===== config.mk =====
export PLATFORM = sky130hd
export DESIGN_NAME = fir_xifu_ctrl
export DESIGN_NICKNAME = d
export VERILOG_FILES = /design/src/rtl/fir_xifu_ctrl.sv
export SDC_FILE = /design/constraint.sdc
export NUM_CORES = 1
export LEC_CHECK = 0
export CORE_MARGIN = 2
export CORE_UTILIZATION = 57
export DETAILED_ROUTE_END_ITERATION = 6
export HOLD_SLACK_MARGIN = 0.1
export PLACE_DENSITY = 0.85
export SYNTH_ARGS = -nofsm -noshare
export SYNTH_HDL_FRONTEND = slang
export SYNTH_SLANG_ARGS = --single-unit

===== constraint.sdc =====
create_clock -name clk_i -period 5.6 [get_ports clk_i]
set_input_delay 0.56 -clock clk_i [delete_from_list [all_inputs] [get_ports clk_i]]
set_output_delay 0.56 -clock clk_i [all_outputs]
set_load 0.01 [all_outputs]

===== src/rtl/fir_xifu_ctrl.sv =====
// ----------------------------------------------------------------------------
// fir_xifu_ctrl
//
// In-order instruction tracker and sequencer for the FIR XIFU coprocessor.
// Each instruction accepted by decode is recorded in a circular table.
// CV-X-IF commit/kill messages are matched against the in-flight entries.
// Only the head entry is released: to execute if it was committed, or to
// drop if it was killed.
//
// Ports
//   clk_i, rst_i         clock, synchronous active-high reset
//   clear_i              synchronous flush of all tracked instructions
//   issue_i/issue_id_i   instruction accepted by decode, and its ID
//   issue_ready_o        table not full (decode-stage ready)
//   commit_valid_i       commit message valid
//   commit_id_i          ID being committed or killed
//   commit_kill_i        1 = kill, 0 = commit
//   exec_valid_o         head is committed and may execute
//   exec_id_o            ID of the committed head
//   ex_done_i            execute finished the head instruction
//   drop_o/drop_id_o     head was killed and retires this cycle
//   clear_o              one-cycle flush pulse to the ID/EX register
//   busy_o, count_o      in-flight status and occupancy
// ----------------------------------------------------------------------------
module fir_xifu_ctrl #(
  parameter int unsigned DEPTH    = 4,
  parameter int unsigned ID_WIDTH = 4
) (
  input  logic                         clk_i,
  input  logic                         rst_i,
  input  logic                         clear_i,
  input  logic                         issue_i,
  input  logic [ID_WIDTH-1:0]          issue_id_i,
  output logic                         issue_ready_o,
  input  logic                         commit_valid_i,
  input  logic [ID_WIDTH-1:0]          commit_id_i,
  input  logic                         commit_kill_i,
  output logic                         exec_valid_o,
  output logic [ID_WIDTH-1:0]          exec_id_o,
  input  logic                         ex_done_i,
  output logic                         drop_o,
  output logic [ID_WIDTH-1:0]          drop_id_o,
  output logic                         clear_o,
  output logic                         busy_o,
  output logic [$clog2(DEPTH+1)-1:0]   count_o
);

  localparam int unsigned PTR_W = $clog2(DEPTH);
  localparam int unsigned CNT_W = $clog2(DEPTH+1);

  // ST_FREE marks an empty slot, so no separate valid bit is needed.
  typedef enum logic [1:0] {
    ST_FREE      = 2'd0,
    ST_PENDING   = 2'd1,
    ST_COMMITTED = 2'd2,
    ST_KILLED    = 2'd3
  } entry_st_e;

  entry_st_e             st_q [DEPTH];
  entry_st_e             st_d [DEPTH];
  logic [ID_WIDTH-1:0]   id_q [DEPTH];
  logic [ID_WIDTH-1:0]   id_d [DEPTH];
  logic [PTR_W-1:0]      head_q, head_d;
  logic [PTR_W-1:0]      tail_q, tail_d;
  logic [CNT_W-1:0]      count_q, count_d;
  logic                  clear_q, clear_d;

  logic                  push;
  logic                  pop;
  entry_st_e             head_st;
  entry_st_e             new_st;

  assign head_st       = st_q[head_q];
  assign issue_ready_o = (count_q != CNT_W'(DEPTH));
  assign push          = issue_i && issue_ready_o;
  assign exec_valid_o  = (head_st == ST_COMMITTED);
  assign drop_o        = (head_st == ST_KILLED);
  // A killed head retires unconditionally; a committed head waits for execute.
  assign pop           = drop_o || (exec_valid_o && ex_done_i);

  // IDs are gated so the outputs read 0 while nothing is presented.
  assign exec_id_o     = exec_valid_o ? id_q[head_q] : '0;
  assign drop_id_o     = drop_o       ? id_q[head_q] : '0;
  assign clear_o       = clear_q;
  assign busy_o        = (count_q != '0);
  assign count_o       = count_q;

  // A commit arriving with its own issue lands directly in the new entry.
  always_comb begin
    new_st = ST_PENDING;
    if (commit_valid_i && (commit_id_i == issue_id_i)) begin
      new_st = commit_kill_i ? ST_KILLED : ST_COMMITTED;
    end
  end

  always_comb begin
    // NOTE: every _d gets a default first so no path leaves it unassigned,
    // which would otherwise infer a latch.
    st_d    = st_q;
    id_d    = id_q;
    head_d  = head_q;
    tail_d  = tail_q;
    count_d = count_q + CNT_W'(push) - CNT_W'(pop);
    clear_d = 1'b0;

    // Only PENDING entries accept a decision, so the first commit/kill wins
    // and free slots never match.
    if (commit_valid_i) begin
      for (int i = 0; i < DEPTH; i++) begin
        if (st_q[i] == ST_PENDING && id_q[i] == commit_id_i) begin
          st_d[i] = commit_kill_i ? ST_KILLED : ST_COMMITTED;
        end
      end
    end

    if (pop) begin
      st_d[head_q] = ST_FREE;
      head_d       = head_q + PTR_W'(1);
    end

    // The tail slot is always free when push is allowed, so it cannot
    // collide with the commit match or the pop above.
    if (push) begin
      id_d[tail_q] = issue_id_i;
      st_d[tail_q] = new_st;
      tail_d       = tail_q + PTR_W'(1);
    end

    if (clear_i) begin
      for (int i = 0; i < DEPTH; i++) st_d[i] = ST_FREE;
      head_d  = '0;
      tail_d  = '0;
      count_d = '0;
      clear_d = 1'b1;
    end
  end

  // NOTE: sequential state uses non-blocking assignments so every register
  // samples the pre-edge value of its neighbours.
  always_ff @(posedge clk_i) begin
    if (rst_i) begin
      for (int i = 0; i < DEPTH; i++) st_q[i] <= ST_FREE;
      head_q  <= '0;
      tail_q  <= '0;
      count_q <= '0;
      clear_q <= 1'b0;
    end else begin
      st_q    <= st_d;
      head_q  <= head_d;
      tail_q  <= tail_d;
      count_q <= count_d;
      clear_q <= clear_d;
    end
  end

  // NOTE: the ID storage is deliberately not reset; a slot's ID is only ever
  // read while its state is not FREE, and the state array is reset.
  always_ff @(posedge clk_i) begin
    id_q <= id_d;
  end

endmodule


==> results.md <==
- The run finished with clean final reports.
- The data required time of the worst path is slightly above 5 ns.
- The number of antenna violations at the first check in global routing is 0.
- The global-route congestion overflow total is 0.
- Timing analysis after detailed placement gives a worst setup slack of about 2.6 ns.
- At the later pin of the worst-skew pair, clock insertion delay measures roughly 0.34 ns.
- The number of hold-slack violations in the final timing report was 0.
- The endpoint identified for the worst register-to-register timing path is count_o[2].
- For this run, the detailed router's first-pass iteration total came to 4.
- The slowest stage of the critical path is the dfxtp_1 cell.
- The worst clock skew is approximately 0.0073 ns.
- The startpoint identified for the worst register-to-register timing path is head_q[0].
- Of the total power, the share spent switching nets is 0.267.
- The region available for standard cell placement spans between 3000 and 4000 um2.
- The final critical-path required period is around 3.1 ns.
- The capturing element type of the critical path is a primary output.
- The path with the worst hold slack has its endpoint at st_q[3].
- For this design, the CTS-stage hold fixing added 0 buffers.
- The count of flip-flops with a built-in enable after synthesis is 16.
- For this design, the sink count on the clock tree is 32.
- The combinational cell fraction of total power is 0.122.
- Once the clock tree was built, the resizer swapped 0 gates to a different size.
- The transition time at the pin with the least slew margin is approximately 0.49 ns.
- Among the stages of the critical path, the cell type that occurs most often is mux2_2.
- Across the run, the number of max-cap violations was 0.
- After clock tree synthesis, the clock-pin slew on the worst setup and hold paths is ~0.11 ns.
- Once detailed placement completed, the half-perimeter wirelength came to between 3000 and 4000 um.
- The clock tree root driver cell is clkbuf_4.
- Measured against its own limit, the worst slew margin works out to 0.673.
- Counting every net in the synthesized netlist gives 200.
- The library cell with the highest instance count after synthesis is inv_1.
- Synthesis produced 174 cells.
- The type of the setup path with the least slack is register to primary output.
- The number of I/O pins is 31.
- The count of buffers inserted at the top-level ports is 30.
- The first global-routing pass estimated around 6500 um of wire.
- Among all flip-flop cells after synthesis, the most frequent one is edfxtp_1.
- The clock passes through at most 2 buffers.
- Post-CTS timing repair inserted 0 buffers for setup.
- The final routed DRC violation total is 0.
- Entering global routing, the biggest net connects 13 pins.
- The total routed wirelength is between 3000 and 4000 um.
- The async set-reset flop share out of synthesis is 0.
- The fraction of the yosys area taken by sequential cells is 0.430.
- For the worst setup path, the data arrival time is roughly 2.6 ns.
- STA classifies the critical path startpoint as a register.
- In this run, CTS created clock tree buffers numbering 5.
- The final-report setup violation count is 0.
- The number of cells on the worst reg-to-reg path is 10.
- The Yosys step of the flow raised 0 warnings.
- For this run, the number of standard cells in the final layout without fillers is 247.
- 0 antenna diodes ended up in the layout.
- The synthesized netlist contains 34 unique library cells.
- Relative to the synthesized area, the layout overhead comes to 20.0%.
- The worst-path maximum fanout is 10.
- Ranked by total cell area, the synthesized netlist is headed by edfxtp_1, dfxtp_1, xor2_1.
- The violation count after the first detailed-route iteration is 63.
- For this configuration, the core starts out at a cell density of 0.604.
- By count the netlist is led by inv_1, xor2_1, dfxtp_1, edfxtp_1, ha_1.
- The post-placement cell count is approximately 240.
- Derived from the worst setup path, the maximum achievable clock frequency is about 0.32 GHz.
- The internal portion of total power is roughly 0.33 mW.
- From bottom edge to top edge, the die measures ~60 um.
- After synthesis the cells add up to between 1500 and 2000 um2.
- Of the total power, registers draw 0.572.
- The net count of the finished layout is between 200 and 250.
- The die area is 3740 um2.
- The worst hold path begins at st_q[3].
- The die outline width is ~61 um.
- Synthesis inferred 32 register bits.
- The sum of negative setup slack is 0 ns.
- The setup slack on the worst flop-to-flop path is between 2 and 3 ns.
- The average detailed-routed wire length per instance is approximately 16 um.
- The signal on the critical path passes through mux2_2, mux2_2, nor2b_4, and2_1, clkdlybuf4s50_1.
- The number of nets with antenna violations after detailed routing is 0.
- Of the total power, the clock network draws 0.306.
- In the routed layout, each cell is associated on average with a via count of between 5 and 6.
- Counting instances, the worst hold path has a depth of 2.
- Setup repair after global routing left no endpoint under its margin.
- The longest individual stage delay on the worst path is 0.62 ns.
- The share of final-layout standard cells stronger than drive strength 1 is 0.123.
- The routability congestion estimate from global placement is between 0.8 and 0.9.
- The number of global-route vias before repair was around 1.4k.
- In this run the mean area of a mapped cell was 10.7 um2.
- In this run the static leakage power is 0.853 nW.
- The total number of vias is roughly 1.4k.
- Dividing the final minimum period by the clock period gives 0.555.
- The number of H-tree levels is 2.
- Power spread over the standard cell area amounts to about 200 nW/um2.
- The global-route usage over all layers is 0.240.
- The worst-case IR drop observed on VDD is approximately 0.19 mV.
- The CTS tree is done.
- Of all cell types, the one taking the most synthesized area is edfxtp_1.
- The area share of the leading cell type in the synthesized netlist is 0.258.
- Across all setup checks in the final design, the least slack found is between 2 and 2.5 ns.
- The number of core rows is 20.
- The final number of max-transition violations is 0.
- For this design the total switching power over the nets is 0.119 mW.
- The tightest min-delay check is of the register to register type.
power by group through the flow:
stage | logic, mW | clock network, mW | registers [mW]
3_5_place_dp | 0.0539 | 0 | 0.261
5_1_grt | 0.0597 | 0.149 | 0.256
6_report | 0.0543 | 0.137 | 0.255
4_1_cts | 0.0544 | 0.140 | 0.255
2_1_floorplan | 0.0310 | 0 | 0.260
3_3_place_gp | 0.0515 | 0 | 0.260
layout make-up:
type	instances	area (um2)
sequential	32	801
clock buffer	5	37.5
clock inverter	3	23.8
timing repair buffer	30	300
multi-input combinational	107	917
inverter	26	97.6
fill	253	846
tap	44	55.1
flip-flops by register name, summed over array words and instances (netlist names):
signal   flops
clear_o      1
tail_q       2
head_q       2
st_q         8
id_q        16
count_o      3
worst max path at each step:
stage	start	to	slack, ns	cells past startpoint
2_1_floorplan	head_q[0]	count_o[2]	3.04	11
3_3_place_gp	ex_done_i	count_o[2]	2.66	11
3_5_place_dp	ex_done_i	count_o[2]	2.56	11
4_1_cts	head_q[0]	exec_id_o[2]	2.47	5
5_1_grt	head_q[0]	exec_id_o[2]	2.37	5
6_report	head_q[0]	exec_id_o[2]	2.49	5
routing by layer:
metal / up-vias / share of wire / track usage
li1: 654 / - / -
met4: 0 / 0.011 / 0.0870
met1: 659 / 0.43 / 0.292
met3: 6 / 0.063 / 0.0693
met2: 62 / 0.49 / 0.407
met5: - / 0 / 0
metrics by stage:
step                      utilization  power (mW)  instance area (um2)  hold WS [ns]
after CTS                       0.725       0.450                 2230         0.556
after detailed placement        0.705       0.315                 2170         0.528
final                           0.725       0.446                 2230         0.560
after floorplan                     -       0.291                 1860         0.498
after global placement          0.705       0.312                 2170         0.514
after global routing            0.725       0.464                 2230         0.576
cell families (layout without fill, tap and decap cells):
family          count (synthesis)  in the layout  share of synthesized area
simple gates                   36             36                      0.111
buf+inv                        35             64                     0.0767
fa+ha+maj                      11             11                     0.0780
flops                          32             32                      0.430
mux                            10             10                     0.0894
compound gates                 26             26                      0.102
xor+xnor                       24             24                      0.113
placed cells by master (no fill, tap or decap), types with 2 or more instances in the layout:
| cell type | n |
|---|---|
| or2_2 | 2 |
| mux2_2 | 3 |
| nor2b_1 | 2 |
| nor2_1 | 6 |
| o22ai_1 | 8 |
| xnor2_1 | 4 |
| and2_1 | 7 |
| xor2_1 | 20 |
| clkbuf_4 | 5 |
| inv_1 | 25 |
| clkinvlp_4 | 2 |
| clkdlybuf4s50_1 | 30 |
| edfxtp_1 | 16 |
| nand2_1 | 5 |
| mux4_2 | 5 |
| ha_1 | 10 |
| nor4_1 | 5 |
| a31o_2 | 4 |
| and3_1 | 4 |
| a31oi_1 | 8 |
| dfxtp_1 | 16 |
| mux2i_1 | 2 |
| o21ai_0 | 3 |
worst max-delay path: cells and delay by family (launching register included):
family / cells / cell delay [ns]
multiplexers: 2 / 0.78
buffers and inverters: 1 / 0.54
flip-flops: 1 / 0.62
AND/OR/NAND/NOR: 2 / 0.28
Note: power is estimated with default switching activity, not from simulation.
